[src/rtl/riscv_sim_pkg.sv]
// Shared definitions for the RISC-V bring-up run sequencer: FSM state encoding
// and default timing constants.
package riscv_sim_pkg;

  typedef enum logic [2:0] {
    HOLD    = 3'd0,
    RELEASE = 3'd1,
    RUN     = 3'd2,
    DONE    = 3'd3,
    TIMEOUT = 3'd4
  } run_state_t;

  localparam int NUM_CH_DEF      = 2;
  localparam int HOLD_CYCLES_DEF = 15;
  localparam int STAGGER_DEF     = 4;
  localparam int RUN_CYCLES_DEF  = 90;
  localparam int CNT_W_DEF       = 16;

endpackage

[src/rtl/rst_release_ff.sv]
// One core reset channel: cleared asynchronously by rst (active low) or
// synchronously by clr, set synchronously by the release strobe.
module rst_release_ff (
  input  logic clk,
  input  logic rst,
  input  logic clr,
  input  logic set,
  output logic q
);

  logic q_r;

  // Channel reset state; clear takes priority over set.
  always_ff @(posedge clk or negedge rst) begin
    if (!rst) begin
      q_r <= 1'b0;
    end else if (clr) begin
      q_r <= 1'b0;
    end else if (set) begin
      q_r <= 1'b1;
    end else begin
      q_r <= q_r;
    end
  end

  assign q = q_r;

endmodule

[src/rtl/riscv_run_sequencer.sv]
// Reset-and-run sequencer: holds core resets, releases them staggered, then
// counts run cycles until all cores halt. Optional feature macro: RUN_TIMEOUT_EN.
module riscv_run_sequencer
  import riscv_sim_pkg::*;
#(
  parameter int NUM_CH      = NUM_CH_DEF,
  parameter int HOLD_CYCLES = HOLD_CYCLES_DEF,
  parameter int STAGGER     = STAGGER_DEF,
  parameter int RUN_CYCLES  = RUN_CYCLES_DEF,
  parameter int CNT_W       = CNT_W_DEF
) (
  input  logic              clk,
  input  logic              rst,
  input  logic              start,
  input  logic [NUM_CH-1:0] halt,
  output logic [NUM_CH-1:0] ch_rst_n,
  output logic              running,
  output logic              done,
  output logic              timeout,
  output logic [CNT_W-1:0]  cycle_count
);

  localparam logic [CNT_W-1:0] CNT_ONE   = {{(CNT_W-1){1'b0}}, 1'b1};
  localparam logic [CNT_W-1:0] HOLD_LAST = CNT_W'(HOLD_CYCLES - 1);
  localparam logic [CNT_W-1:0] REL_LAST  = CNT_W'((NUM_CH - 1) * STAGGER);
`ifdef RUN_TIMEOUT_EN
  localparam logic [CNT_W-1:0] RUN_LAST  = CNT_W'(RUN_CYCLES - 1);
`else
  localparam logic [CNT_W-1:0] CNT_MAX   = {CNT_W{1'b1}};
`endif

  run_state_t        state_r;
  run_state_t        state_nxt_s;
  logic [CNT_W-1:0]  hold_cnt_r;
  logic [CNT_W-1:0]  rel_cnt_r;
  logic [CNT_W-1:0]  cycle_count_r;
  logic [NUM_CH-1:0] halt_seen_r;
  logic [NUM_CH-1:0] halt_live_s;
  logic [NUM_CH-1:0] rel_set_s;
  logic              all_halted_s;
  logic              start_acc_s;
  logic              running_r;
  logic              done_r;

  // A core still held in reset cannot report a meaningful halt.
  assign halt_live_s  = halt & ch_rst_n;
  assign all_halted_s = (state_r == RUN) &&
                        ((halt_seen_r | halt_live_s) == {NUM_CH{1'b1}});
  assign start_acc_s  = start && ((state_r == DONE) || (state_r == TIMEOUT));

  // FSM state register.
  always_ff @(posedge clk or negedge rst) begin
    if (!rst) begin
      state_r <= HOLD;
    end else begin
      state_r <= state_nxt_s;
    end
  end

  // Next-state logic; halting beats the budget when both hit on one edge.
  always_comb begin
    state_nxt_s = state_r;
    case (state_r)
      HOLD: begin
        if (hold_cnt_r == HOLD_LAST) begin
          state_nxt_s = RELEASE;
        end else begin
          state_nxt_s = HOLD;
        end
      end
      RELEASE: begin
        if (rel_cnt_r == REL_LAST) begin
          state_nxt_s = RUN;
        end else begin
          state_nxt_s = RELEASE;
        end
      end
      RUN: begin
        if (all_halted_s) begin
          state_nxt_s = DONE;
`ifdef RUN_TIMEOUT_EN
        end else if (cycle_count_r == RUN_LAST) begin
          state_nxt_s = TIMEOUT;
`endif
        end else begin
          state_nxt_s = RUN;
        end
      end
      DONE: begin
        if (start) begin
          state_nxt_s = HOLD;
        end else begin
          state_nxt_s = DONE;
        end
      end
`ifdef RUN_TIMEOUT_EN
      TIMEOUT: begin
        if (start) begin
          state_nxt_s = HOLD;
        end else begin
          state_nxt_s = TIMEOUT;
        end
      end
`endif
      default: begin
        state_nxt_s = HOLD;
      end
    endcase
  end

  // Hold and release counters; both stop at their terminal value.
  always_ff @(posedge clk or negedge rst) begin
    if (!rst) begin
      hold_cnt_r <= '0;
      rel_cnt_r  <= '0;
    end else if (start_acc_s) begin
      hold_cnt_r <= '0;
      rel_cnt_r  <= '0;
    end else begin
      case (state_r)
        HOLD: begin
          rel_cnt_r <= '0;
          if (hold_cnt_r != HOLD_LAST) begin
            hold_cnt_r <= hold_cnt_r + CNT_ONE;
          end else begin
            hold_cnt_r <= hold_cnt_r;
          end
        end
        RELEASE: begin
          hold_cnt_r <= hold_cnt_r;
          if (rel_cnt_r != REL_LAST) begin
            rel_cnt_r <= rel_cnt_r + CNT_ONE;
          end else begin
            rel_cnt_r <= rel_cnt_r;
          end
        end
        default: begin
          hold_cnt_r <= hold_cnt_r;
          rel_cnt_r  <= rel_cnt_r;
        end
      endcase
    end
  end

  // Run cycle counter: cleared on RUN entry, frozen after RUN.
  always_ff @(posedge clk or negedge rst) begin
    if (!rst) begin
      cycle_count_r <= '0;
    end else begin
      case (state_r)
        RELEASE: begin
          if (state_nxt_s == RUN) begin
            cycle_count_r <= '0;
          end else begin
            cycle_count_r <= cycle_count_r;
          end
        end
        RUN: begin
`ifdef RUN_TIMEOUT_EN
          cycle_count_r <= cycle_count_r + CNT_ONE;
`else
          if (cycle_count_r != CNT_MAX) begin
            cycle_count_r <= cycle_count_r + CNT_ONE;
          end else begin
            cycle_count_r <= cycle_count_r;
          end
`endif
        end
        default: begin
          cycle_count_r <= cycle_count_r;
        end
      endcase
    end
  end

  // Sticky per-core halt capture, only meaningful while running.
  always_ff @(posedge clk or negedge rst) begin
    if (!rst) begin
      halt_seen_r <= '0;
    end else if (start_acc_s) begin
      halt_seen_r <= '0;
    end else if (state_r == RUN) begin
      halt_seen_r <= halt_seen_r | halt_live_s;
    end else begin
      halt_seen_r <= halt_seen_r;
    end
  end

  for (genvar i = 0; i < NUM_CH; i++) begin : g_ch
    localparam logic [CNT_W-1:0] REL_AT = CNT_W'(i * STAGGER);
    assign rel_set_s[i] = (state_r == RELEASE) && (rel_cnt_r == REL_AT);
    rst_release_ff u_release (
      .clk (clk),
      .rst (rst),
      .clr (start_acc_s),
      .set (rel_set_s[i]),
      .q   (ch_rst_n[i])
    );
  end

  // Status flags follow the state being entered, so they move with it.
  always_ff @(posedge clk or negedge rst) begin
    if (!rst) begin
      running_r <= 1'b0;
      done_r    <= 1'b0;
    end else begin
      running_r <= (state_nxt_s == RUN);
      done_r    <= (state_nxt_s == DONE);
    end
  end

`ifdef RUN_TIMEOUT_EN
  logic timeout_r;

  // Budget-expired flag.
  always_ff @(posedge clk or negedge rst) begin
    if (!rst) begin
      timeout_r <= 1'b0;
    end else begin
      timeout_r <= (state_nxt_s == TIMEOUT);
    end
  end

  assign timeout = timeout_r;
`else
  assign timeout = 1'b0;
`endif

  assign running     = running_r;
  assign done        = done_r;
  assign cycle_count = cycle_count_r;

endmodule
[config.mk]
export PLATFORM = sky130hd
export DESIGN_NAME = riscv_run_sequencer
export DESIGN_NICKNAME = d
export VERILOG_FILES = /design/src/rtl/riscv_sim_pkg.sv /design/src/rtl/rst_release_ff.sv /design/src/rtl/riscv_run_sequencer.sv
export SDC_FILE = /design/constraint.sdc
export NUM_CORES = 1
export LEC_CHECK = 0
export BUFFER_PORTS_ARGS = -buffer_cell sky130_fd_sc_hd__buf_2
export CORE_UTILIZATION = 60
export DETAILED_ROUTE_END_ITERATION = 7
export PLACE_DENSITY_LB_ADDON = 0.05
export SLEW_MARGIN = 40
export SYNTH_ARGS = -nofsm -noshare
export SYNTH_HDL_FRONTEND = slang
export SYNTH_SLANG_ARGS = --single-unit
[constraint.sdc]
create_clock -name clk -period 3 [get_ports clk]
set_clock_uncertainty 0.15 [all_clocks]
set_input_delay 0.3 -clock clk [delete_from_list [all_inputs] [get_ports clk]]
set_output_delay 0.3 -clock clk [all_outputs]
set_load 0.03 [all_outputs]
==> results of run 1 <==
-- registers in the layout, summed over array words and instances, names as in the netlist --
register,count
running,1
hold_cnt_r,16
done,1
halt_seen_r,2
rel_cnt_r,16
g_ch.u_release.q,2
state_r,2
cycle_count,16
-- area by class of cell --
cell class | count | area, um^2 | share of cell area (%)
Multi-Input combinational cell | 259 | 1760 | 48.6
Sequential cell | 56 | 1400 | 38.6
Timing Repair Buffer | 34 | 198 | 5.45
Tap cell | 70 | 87.6 | 2.41
Clock buffer | 6 | 82.6 | 2.28
Inverter | 15 | 56.3 | 1.55
Clock inverter | 2 | 38.8 | 1.07
-- worst min path at each step --
stage,to,depth (start not counted),from
CTS,halt_seen_r[0]$_DFFE_PN0P_,3,halt[0]
global route,halt_seen_r[1]$_DFFE_PN0P_,3,halt[1]
floorplan,cycle_count[0]$_DFFE_PN0P_,0,rst
global placement,cycle_count[6]$_DFFE_PN0P_,1,rst
finish,halt_seen_r[0]$_DFFE_PN0P_,3,halt[0]
detailed placement,cycle_count[6]$_DFFE_PN0P_,1,rst
-- metal layers --
metal / share of wire [%] / GRT usage [%] / wire length (um)
met1: 46 / 36.9 / 3350
met3: 4.5 / 6.23 / 323
met2: 47 / 45.7 / 3410
met4: 1.8 / 9.04 / 130
met5: 0 / 0 / 0
-- critical path, stage by stage (launching register included) --
cell,delay (ps)
dfrtp_1,430
inv_1,90
ha_1,140
or4b_1,530
nor4_2,390
o31a_1,400
or3_1,160
buf_4,240
o41ai_4,90
-- placed cells by master, fill, tap and decap left out, drive strengths merged, types with 2 or more instances in the layout --
master | Yosys | final
dfrtp | 56 | 56
nor2 | 42 | 42
nand3 | 15 | 15
a21oi | 18 | 18
inv | 14 | 14
or3 | 6 | 6
nor4 | 7 | 7
a31o | 2 | 2
nand2 | 24 | 24
a41oi | 2 | 2
ha | 9 | 9
nor3b | 2 | 2
or4 | 7 | 7
o21a | 2 | 2
clkbuf | 7 | 6
nand4 | 14 | 14
nor3 | 6 | 6
xor2 | 7 | 7
nand4b | 2 | 2
o41ai | 7 | 7
and3 | 5 | 5
clkinv | 1 | 2
a31oi | 7 | 7
buf | 10 | 33
and2 | 7 | 7
o31a | 3 | 3
xnor2 | 7 | 7
o31ai | 22 | 22
a211o | 2 | 2
and4 | 4 | 4
o21ai | 13 | 13
-- Yosys cell counts (6+ instances only) --
master and count:
or4_1 6, nor2_1 42, a21oi_1 18, o21ai_0 9, ha_1 9, dfrtp_1 56
and2_1 6, o31ai_2 6, clkbuf_1 7, nand3_1 15, nand2_1 24, xor2_1 7
nand4_1 14, o31ai_1 16, or3_1 6, xnor2_1 7, inv_1 14, a31oi_1 7
-- power breakdown --
group	total [uW]	internal, uW	leakage [uW]	switching [uW]
Clock	530	273	0.0000614	257
Sequential	1130	928	0.000729	202
Combinational	1150	428	0.000804	719
-- through the flow --
step / instances / util, %
5_1_grt: 442 / 69.7
6_report: 442 / 69.7
2_1_floorplan: 347 / -
3_3_place_gp: 433 / 67.2
4_1_cts: 442 / 69.7
3_5_place_dp: 433 / 67.2
-- logic make-up after synthesis --
group           count (synthesis)  share of synthesized area (%)
other cells                     1                          0.113
mux                             2                          0.640
buf+inv                        32                           4.78
flops                          56                           42.2
fa+ha+maj                       9                           3.39
compound gates                 86                           20.7
simple gates                  147                           24.5
xor+xnor                       14                           3.69
-- what timing repair did --
action,CTS,global route
hold endpoints to repair,18,0
hold buffers,1,0
buffers inserted,0,0
==> impl_metrics.csv, run 1 <==
group,metric,value,unit
setup_path,path_max_fanout,14,
routing,ant_nets,0,
yosys,synth_seq_cells,56,
yosys,synth-seq-area-share,42.2,%
clocking,path_clk_slew,100,ps
yosys,synth_flop_cell,"dfrtp_1",
timing,finalCritPeriodShare,92.1,%
setup_path,criticalPathCategory,"flop to flop",
pwr,p_total,2810,uW
yosys,synth-edff-count,0,
cells_and_area,area_growth,9.15,%
floorplan,die-area,5840,um^2
job,maxCapViolCount,0,
routing,drt-total-wl,7.21,mm
clocking,htreeDepth,2,
setup_path,critPathLaunchType,"flop",
routing,dr_total_vias,2715,
floorplan,ios,26,
yosys,yosysTopAreaCell,"dfrtp_1",
global_routing,grt_pass1_vias,2745,
yosys,synth_warnings,0,
timing,hold_slack,115,ps
yosys,syn_nets,361,
routing,avgViaCountPerCell,6.14,
place,dpl.hpwl,5.19,mm
yosys,avgSynthCellArea,9.58,um^2
timing,max_slew_margin,52.1,%
floorplan,die_y,76.4,um
timing,rsz0062_at_grt,"false",
clocking,cts_resized,0,
routing,drt_iter0_markers,170,
global_routing,antenna_found_initial,0,
setup_path,crit_start,"hold_cnt_r[0]$_DFFE_PN0P_",
setup_path,r2r-end,"cycle_count[12]$_DFFE_PN0P_",
place,gp_congestion,0.861,
cells_and_area,n_fill_cell,413,
routing,wl_per_cell,16.3,um
setup_path,critPathArrivalTime,2800,ps
clocking,cts_made_buffers,5,
global_routing,grt_max_degree,39,
clocking,clockBufferDepth,2,
routing,drc,0,
yosys,netlist_instances,347,
clocking,cts.sinks,56,
floorplan,chipWidth,76.4,um
place,dpl_worst_slack,274,ps
timing,layout_setup_ws,236,ps
timing,finalCriticalPeriod,2760,ps
yosys,syn_area,3320,um^2
cells_and_area,diodes,0,
global_routing,grt_pass1_wl,13.0,mm
setup_path,cp-end-kind,"flop",
outcome,status,"complete, no violations",
pwr,p_leak,0.00159,uW
timing,worst_pin_slew,714,ps
setup_path,endpoint,"cycle_count[12]$_DFFE_PN0P_",
global_routing,grt.overflow.total,0,
yosys,ys_types,60,
setup_path,ff2ff_path_depth,8,
pwr,irDropWorstVdd,0.451,mV
timing,setup_violations,0,
cells_and_area,design_area,3630,um^2
yosys,synth_top_area_share,42.2,%
cells_and_area,nets,385,
global_routing,gr-usage-all-layers,28.0,%
setup_path,r2r_slack,240,ps
cells_and_area,layout-drive-gt1-share,16.4,%
place,place_area,3500,um^2
setup_path,required,3030,ps
timing,max_freq,362,MHz
place,portBuffers,24,
setup_path,r2r-start,"hold_cnt_r[0]$_DFFE_PN0P_",
timing,final.setup.tns,0,ps
timing,final_max_slew_viol_count,0,
clocking,clock_latency,330,ps
clocking,ctsRootBufferMaster,"clkbuf_8",
pwr,power_density,774,nW/um^2
floorplan,start_util,63.8,%
floorplan,std_cell_rows,26,
floorplan,fp.coreArea,5200,um^2
min_path,hold_class,"input pin to flop",
clocking,cts_tree,"done",
yosys,postSynth.asyncResetShare,100,%
timing,hold_viol_final,0,
yosys,synthTopCellsByArea,"dfrtp_1 (42%), nor2_1 (4.7%), o31ai_1 (3.6%)",
routing,drt_pass1_iterations,4,
Note: power is estimated with default switching activity, not from simulation.
==> inputs of run 2 (changes only) <==
--- a/config.mk
+++ b/config.mk
@@ -8,7 +8,7 @@
 export BUFFER_PORTS_ARGS = -buffer_cell sky130_fd_sc_hd__buf_2
 export CORE_UTILIZATION = 60
 export DETAILED_ROUTE_END_ITERATION = 7
-export PLACE_DENSITY_LB_ADDON = 0.05
+export PLACE_DENSITY = 0.85
 export SLEW_MARGIN = 40
 export SYNTH_ARGS = -nofsm -noshare
 export SYNTH_HDL_FRONTEND = slang
==> run 2 against run 1 <==
  * Global-route usage down 1.3 points
  * First-iteration DRC count up 17%
  * Setup slack improved by 80 ps
  * Wire length up 2.6%
  * Power shrank 2.7%
  * Die area did not move
  * Sequential power hardly changed
  * Largest cell class unchanged
==> impl_metrics.csv, run 2 (synthesis results as in run 1) <==
group,metric,value,unit
floorplan,fp.coreArea,5200,um^2
clocking,ctsRootBufferMaster,"clkbuf_8",
routing,drt_pass1_iterations,5,
setup_path,path_max_fanout,12,
pwr,p_leak,0.00158,uW
clocking,htreeDepth,2,
clocking,cts_resized,0,
cells_and_area,layout-drive-gt1-share,15.9,%
cells_and_area,final_cell_mix,"dfrtp_1 (56), nor2_1 (42), nand2_1 (24)",
timing,setup_violations,0,
floorplan,die-area,5840,um^2
global_routing,grt.overflow.total,0,
cells_and_area,nets,384,
cells_and_area,fin_util,69.1,%
min_path,hold_class,"input pin to flop",
clocking,cts_setup_buffers,0,
routing,drc,0,
timing,max_slew_margin,51.9,%
timing,worst_pin_slew,716,ps
timing,rsz0062_at_grt,"false",
routing,drt-total-wl,7.40,mm
routing,wl_per_cell,16.8,um
place,gp_congestion,0.867,
timing,final_max_slew_viol_count,0,
routing,drt_iter0_markers,199,
floorplan,start_util,63.8,%
pwr,power_density,759,nW/um^2
clocking,clockBufferDepth,2,
floorplan,ios,26,
clocking,cts.sinks,56,
clocking,path_clk_slew,90,ps
clocking,cts_made_buffers,5,
timing,final.setup.tns,0,ps
pwr,irDropWorstVdd,0.372,mV
timing,finalCritPeriodShare,89.5,%
setup_path,critPathLaunchType,"flop",
setup_path,r2r-end,"cycle_count[2]$_DFFE_PN0P_",
min_path,min_to,"halt_seen_r[1]$_DFFE_PN0P_",
cells_and_area,diodes,0,
timing,max_freq,373,MHz
setup_path,critPathArrivalTime,2720,ps
clocking,clock_latency,310,ps
cells_and_area,area_growth,8.25,%
setup_path,cp-end-kind,"flop",
floorplan,chipWidth,76.4,um
global_routing,grt_pass1_vias,2702,
setup_path,criticalPathCategory,"flop to flop",
global_routing,antenna_found_initial,0,
cells_and_area,final_common_cell,"dfrtp_1",
setup_path,ff2ff_path_depth,8,
place,portBuffers,24,
setup_path,required,3040,ps
floorplan,std_cell_rows,26,
routing,ant_nets,0,
setup_path,r2r-start,"hold_cnt_r[0]$_DFFE_PN0P_",
min_path,hold_depth,3,
global_routing,grt_max_degree,45,
global_routing,gr-usage-all-layers,26.7,%
outcome,status,"complete, no violations",
setup_path,r2r_slack,320,ps
cells_and_area,n_fill_cell,414,
clocking,holdBufCountCts,1,
timing,finalCriticalPeriod,2680,ps
place,dpl.hpwl,5.10,mm
floorplan,die_y,76.4,um
timing,hold_viol_final,0,
clocking,cts_tree,"done",
min_path,hold_start,"halt[1]",
global_routing,grt_pass1_wl,12.7,mm
routing,dr_total_vias,2888,
job,maxCapViolCount,0,
routing,avgViaCountPerCell,6.56,
[run 2: per-stage QoR]
stage	instances	total power, uW	setup slack [ps]	instance area (um^2)	hold WS, ps
global placement	432	2220	479	3490	329
floorplan	347	2000	314	3320	-146
finish	440	2730	316	3600	141
detailed placement	432	2270	375	3490	184
CTS	440	2730	319	3600	137
global route	440	2920	205	3600	159
[run 2: critical path, cell delays in order, from the launching register on]
cell,delay [ps]
dfrtp_1,440
inv_1,100
ha_1,140
or4b_1,530
nor4_2,380
o31a_1,240
or3_1,210
buf_4,260
o21ai_1,110
[run 2: routing by layer]
layer  up-vias  track usage, %  part of all wire [%]
met5         -               0                     0
met4         0            9.81                   1.7
met2       119            44.1                    50
li1       1329               -                     -
met1      1423            36.1                    43
met3        17            3.23                   5.9
[run 2: power by group]
part,internal (uW),switching [uW]
registers,928,206
clock network,206,236
logic,424,731
total,1560,1170
[run 2: worst max path at each step]
stage	start	endpoint	slack, ps	cells past startpoint
floorplan	cycle_count[0]$_DFFE_PN0P_	cycle_count[12]$_DFFE_PN0P_	310	9
detailed placement	hold_cnt_r[0]$_DFFE_PN0P_	cycle_count[2]$_DFFE_PN0P_	370	8
global placement	hold_cnt_r[0]$_DFFE_PN0P_	cycle_count[15]$_DFFE_PN0P_	480	8
CTS	hold_cnt_r[0]$_DFFE_PN0P_	cycle_count[2]$_DFFE_PN0P_	320	8
global route	hold_cnt_r[0]$_DFFE_PN0P_	cycle_count[2]$_DFFE_PN0P_	200	8
finish	hold_cnt_r[0]$_DFFE_PN0P_	cycle_count[2]$_DFFE_PN0P_	320	8
[run 2: cell type report]
type / count / area, um^2 / area share (%)
repair buffers: 33 / 193 / 5.36
well taps: 70 / 87.6 / 2.43
multi-input cells: 259 / 1760 / 49.0
clock buffers: 7 / 96.3 / 2.68
flip-flops and latches: 56 / 1400 / 39.0
inverters: 15 / 56.3 / 1.57
